### src/rtl/uart_regif.sv
// Memory-interface register slave for the APB UART: config registers, TX/RX FIFO
// push/pop, sticky interrupt flags and a registered interrupt line.
module uart_regif #(
   parameter int ADDR_WIDTH = 32,
   parameter int DATA_WIDTH = 32
) (
   input  logic                    clk_i,
   input  logic                    rst_i,
   input  logic                    mreq_i,
   input  logic [ADDR_WIDTH-1:0]   maddr_i,
   input  logic                    mwe_i,
   input  logic [DATA_WIDTH-1:0]   mwdata_i,
   input  logic [DATA_WIDTH/8-1:0] mstrb_i,
   output logic                    mack_o,
   output logic [DATA_WIDTH-1:0]   mrdata_o,
   output logic                    mresp_o,
   output logic [4:0]              cfg_ctrl_o,
   output logic [31:0]             cfg_clkdiv_o,
   output logic                    tx_push_o,
   output logic [7:0]              tx_data_o,
   input  logic                    tx_full_i,
   input  logic                    tx_empty_i,
   output logic                    rx_pop_o,
   input  logic [7:0]              rx_data_i,
   input  logic                    rx_full_i,
   input  logic                    rx_empty_i,
   input  logic                    rx_ovf_i,
   input  logic                    rx_perr_i,
   output logic                    irq_o
);

   if (DATA_WIDTH != 32) begin : g_width_check
      $error("uart_regif: DATA_WIDTH must be 32");
   end

   localparam logic [2:0] IDX_CTRL     = 3'd0;
   localparam logic [2:0] IDX_CLKDIV   = 3'd1;
   localparam logic [2:0] IDX_STATUS   = 3'd2;
   localparam logic [2:0] IDX_TX       = 3'd3;
   localparam logic [2:0] IDX_RX       = 3'd4;
   localparam logic [2:0] IDX_INT_STAT = 3'd5;
   localparam logic [2:0] IDX_INT_EN   = 3'd6;

   logic [4:0]  ctrl_q, ctrl_d;
   logic [31:0] clkdiv_q, clkdiv_d;
   logic [1:0]  int_stat_q, int_stat_d;
   logic [1:0]  int_en_q, int_en_d;
   logic [1:0]  int_clr;
   logic        irq_q;
   logic        mack_q, resp_q, resp_d;
   logic [31:0] rdata_q, rdata_d;
   logic [2:0]  idx;
   logic        aligned, wr_hit;

   // Only the low five address bits decode; the rest are deliberately ignored.
   logic unused_addr;
   assign unused_addr = ^maddr_i;

   assign idx     = maddr_i[4:2];
   assign aligned = (maddr_i[1:0] == 2'b00);
   assign wr_hit  = mreq_i & mwe_i & aligned;

   assign tx_push_o = wr_hit & (idx == IDX_TX) & mstrb_i[0] & ~tx_full_i;
   assign tx_data_o = mwdata_i[7:0];
   assign rx_pop_o  = mreq_i & ~mwe_i & aligned & (idx == IDX_RX) & ~rx_empty_i;

   always_comb begin
      ctrl_d   = ctrl_q;
      clkdiv_d = clkdiv_q;
      int_en_d = int_en_q;
      int_clr  = 2'b00;
      if (wr_hit && idx == IDX_CTRL && mstrb_i[0]) begin
         ctrl_d = mwdata_i[4:0];
      end
      if (wr_hit && idx == IDX_CLKDIV) begin
         for (int b = 0; b < 4; b++) begin
            if (mstrb_i[b]) begin
               clkdiv_d[8*b +: 8] = mwdata_i[8*b +: 8];
            end
         end
      end
      if (wr_hit && idx == IDX_INT_EN && mstrb_i[0]) begin
         int_en_d = mwdata_i[1:0];
      end
      if (wr_hit && idx == IDX_INT_STAT && mstrb_i[0]) begin
         int_clr = mwdata_i[1:0];
      end
      // Set is applied after clear so a coincident event keeps its flag.
      int_stat_d = (int_stat_q & ~int_clr) | {rx_perr_i, rx_ovf_i};
   end

   always_comb begin
      rdata_d = 32'h0;
      resp_d  = 1'b0;
      if (!aligned) begin
         resp_d = 1'b1;
      end else begin
         case (idx)
            IDX_CTRL: begin
               if (!mwe_i) rdata_d = {27'h0, ctrl_q};
            end
            IDX_CLKDIV: begin
               if (!mwe_i) rdata_d = clkdiv_q;
            end
            IDX_STATUS: begin
               if (mwe_i) resp_d = 1'b1;
               else rdata_d = {28'h0, rx_empty_i, rx_full_i, tx_empty_i, tx_full_i};
            end
            IDX_TX: begin
               if (mwe_i) resp_d = mstrb_i[0] & tx_full_i;
               else resp_d = 1'b1;
            end
            IDX_RX: begin
               if (mwe_i || rx_empty_i) resp_d = 1'b1;
               else rdata_d = {24'h0, rx_data_i};
            end
            IDX_INT_STAT: begin
               if (!mwe_i) rdata_d = {30'h0, int_stat_q};
            end
            IDX_INT_EN: begin
               if (!mwe_i) rdata_d = {30'h0, int_en_q};
            end
            default: resp_d = 1'b1;
         endcase
      end
   end

   always_ff @(posedge clk_i) begin
      if (rst_i) begin
         ctrl_q     <= '0;
         clkdiv_q   <= '0;
         int_stat_q <= '0;
         int_en_q   <= '0;
         irq_q      <= 1'b0;
         mack_q     <= 1'b0;
         rdata_q    <= '0;
         resp_q     <= 1'b0;
      end else begin
         ctrl_q     <= ctrl_d;
         clkdiv_q   <= clkdiv_d;
         int_stat_q <= int_stat_d;
         int_en_q   <= int_en_d;
         irq_q      <= |(int_stat_d & int_en_d);
         mack_q     <= mreq_i;
         rdata_q    <= mreq_i ? rdata_d : 32'h0;
         resp_q     <= mreq_i & resp_d;
      end
   end

   assign mack_o       = mack_q;
   assign mrdata_o     = rdata_q;
   assign mresp_o      = resp_q;
   assign cfg_ctrl_o   = ctrl_q;
   assign cfg_clkdiv_o = clkdiv_q;
   assign irq_o        = irq_q;

endmodule

### config.mk
export PLATFORM = sky130hd
export DESIGN_NAME = uart_regif
export DESIGN_NICKNAME = d
export VERILOG_FILES = /design/src/rtl/uart_regif.sv
export SDC_FILE = /design/constraint.sdc
export NUM_CORES = 1
export LEC_CHECK = 0
export CAP_MARGIN = 10
export CORE_ASPECT_RATIO = 0.7
export CORE_MARGIN = 8
export CORE_UTILIZATION = 41
export CTS_CLUSTER_DIAMETER = 40
export CTS_CLUSTER_SIZE = 14
export DETAILED_ROUTE_END_ITERATION = 8
export HOLD_SLACK_MARGIN = 0.1
export PLACE_DENSITY_LB_ADDON = 0.08
export SKIP_CTS_REPAIR_TIMING = 1
export SLEW_MARGIN = 10
export SYNTH_ARGS = -nofsm -noshare
export SYNTH_HDL_FRONTEND = slang
export SYNTH_SLANG_ARGS = --single-unit
### constraint.sdc
create_clock -name clk_i -period 4 [get_ports clk_i]
set_input_delay 1.2 -clock clk_i [delete_from_list [all_inputs] [get_ports clk_i]]
set_output_delay 1.2 -clock clk_i [all_outputs]
set_load 0.005 [all_outputs]
==> summary.md <==
| Metric | Value |
|---|---|
| Die Area | 10,180 sq um |
| F_max | 270.7 MHz |
| Total core area | 6850 sq um |
| Yosys warning total | 0 |
| Largest net degree at the start of global routing | 44 |
| Top cell type's share of synthesized area | 51.77% |
| GP Congestion | 0.8089 |
| Outcome | finished clean |
| Mapped Area | 2939 sq um |
| Pre-antenna DRT Iters | 4 |
| IO Pins | 168 |
| Synth area leaders | dfxtp_1 52%, mux2i_1 14%, nor2_1 6.1% |
| Gr ovfl total | 0 |
| Fin. Hold Viols | 0 |
| Cells after DPL | 501 |
| Starting Density | 42.90% |
| Minimum clock period | 3.694 ns |
| # diodes | 0 |
| Period utilization | 92.35% |
| CTS Buf Count | 9 |
| TritonCTS clock tree | built |
| Post-synth EDFFs | 0 |
| Startpoint types | input pin |
| Detailed placement HPWL | 6.594 mm |
| Post-Layout Cell Count | 517 |
| Syn_nets | 359 |
| Syn avg cell area | 10.77 sq um |
| Root Buffer | clkbuf_8 |
| Fill count | 548 |
| Area growth, synth to finish | 58.75% |
| Initial antenna violation count | 0 |
| Commonest cells in the netlist | 76 x dfxtp_1, 48 x nor2_1, 42 x mux2i_1 |
| Seq/Total Area, Yosys | 51.77% |
| RSZ-0062 raised after global routing | no |
| Dpl ws | -0.09324 ns |
| Peak supply drop | 0.1695 mV |
| Count of pins over their slew limit | 0 |
| Clk slew on worst S/H paths | 0.08 ns |
| Worst relative slew slack | 69.36% |
| LEAKAGE | 2.055 nW |
| Die Y | 86.84 microns |
| Worst r2r path cells | 3 |
| Gate Count Post-Synth | 273 |
| Worst skew pair latency | 0.34 ns |
| Critical path endpoint category | output pin |
| Area leader, netlist | dfxtp_1 |
| Dominant cell by count in the synthesized netlist | dfxtp_1 |
| Max_cap viols | 0 |
| Crit path DAT | 2.49 ns |
| Critical path peak fanout | 3 |
| # setup viols final | 0 |
| Prevailing post-synth register cell | dfxtp_1 |
| CP Class | in2out |
| FF+latch count, synth | 76 |
| Crit path required time | 2.80 ns |
| PwrDens | 333.1 nW/um^2 |
| Nets | 504 |
| Die Span X | 117.2 microns |
| Least-Margin Pin Slew | 0.4596 ns |
| Setup ws final | 0.3060 ns |
| Global-route wire length before repair | 13.34 mm |
| Async set or reset register ratio after synthesis | 0% |
| Synth cell types | 41 |
| DRC Markers | 0 |
| Port buffer count | 140 |
| R2r startpoint | int_en_q[1] |
| RR Endpoint | mrdata_o[1] |
| Crit path from | maddr_i[4] |
| Total GRT Usage | 17.23% |
| Initial drt markers | 105 |
| Internal reg-to-reg setup slack | 2.96 ns |
| Number of clock sinks | 76 |
| Register Area | 1521 sq um |
| Clock tree buffer depth | 2 |
| Rows | 25 |
| Total routed wirelength | 8.684 mm |
| Skew final | 0.008570 ns |
| Post-route ant nets | 0 |
| DR WL/cell | 16.80 microns |
| Hold/Removal Path Class | reg2reg |
| H-tree Lvls | 3 |
| Vias | 2,462 |
| Share of layout cells above drive strength 1 | 10.40% |
| Via-per-instance ratio | 4.762 |
| Area of the multi-input gates | 1271 sq um |
| Crit path to | rx_pop_o |
| Min Hold Slack | 0.4859 ns |
| Vias in the first global route | 2,600 |
## cells by family (layout without fill, tap and decap cells)
group | after synthesis | after routing | share of synthesized area (%)
buffers and inverters | 23 | 173 | 4.980
AO/OA/AOI/OAI | 20 | 20 | 4.938
flip-flops | 76 | 76 | 51.77
AND/OR/NAND/NOR | 109 | 109 | 22.78
multiplexers | 45 | 45 | 15.54
## stage by stage
step	setup TNS, ns	total power [mW]	cell area [sq um]	utilization, %
finish	0	1.554	4666	68.11
global route	0	1.619	4666	68.11
CTS	-0.09504	1.577	4661	68.04
detailed placement	-0.09324	0.9143	4428	64.64
global placement	-0.08651	0.9125	4428	64.64
floorplan	0	0.8275	2939	-
## critical path: stages
cell	delay (ns)
clkdlybuf4s50_1	0.48
or3b_4	0.41
nor3_4	0.12
and2_1	0.14
dlymetal6s2s_1	0.14
## layout make-up
type	instances	area share (%)
inverter	3	0.2414
clock buffer	10	2.950
tap	94	2.521
timing repair buffer	154	32.39
clock inverter	6	2.038
multi-input combinational	174	27.25
sequential	76	32.61
## sequential cells by signal, indices dropped and copies added, names as in the netlist
name and flops:
mack_o 1, int_stat_q 2, int_en_q 2, cfg_clkdiv_o 32
mrdata_o 32, mresp_o 1, irq_o 1, cfg_ctrl_o 5
## routing by layer
metal / wire (microns) / track usage (%) / vias to the layer above
met4: 90 / 4.282 / 0
li1: - / - / 1225
met3: 1065 / 9.368 / 8
met1: 3519 / 19.56 / 1133
met2: 4009 / 27.56 / 96
met5: 0 / 0 / -
## placed cells by master, fill, tap and decap left out, types with 4 or more instances in the layout
| cell type | n |
|---|---|
| nor2_1 | 48 |
| clkdlybuf4s50_1 | 138 |
| buf_4 | 14 |
| nor2b_1 | 4 |
| a22oi_1 | 5 |
| dfxtp_1 | 76 |
| or2b_1 | 4 |
| nand2_1 | 4 |
| clkbuf_8 | 10 |
| mux2i_1 | 42 |
| nand4_4 | 4 |
| and2_1 | 25 |
| nand3_1 | 4 |
## report_power, final
group / internal, mW / switching (mW)
logic: 0.0823 / 0.0530
clock network: 0.374 / 0.284
registers: 0.759 / 0.00166
total: 1.22 / 0.339
## how the worst min path moves through the flow
stage	from	to	cells past startpoint
2_1_floorplan	cfg_clkdiv_o[13]	mrdata_o[13]	1
3_3_place_gp	cfg_clkdiv_o[14]	mrdata_o[14]	1
3_5_place_dp	cfg_clkdiv_o[17]	mrdata_o[17]	1
4_1_cts	cfg_clkdiv_o[17]	mrdata_o[17]	1
5_1_grt	cfg_clkdiv_o[10]	mrdata_o[10]	1
6_report	cfg_clkdiv_o[17]	mrdata_o[17]	1
No activity file was read; power rests on OpenSTA's default activity.
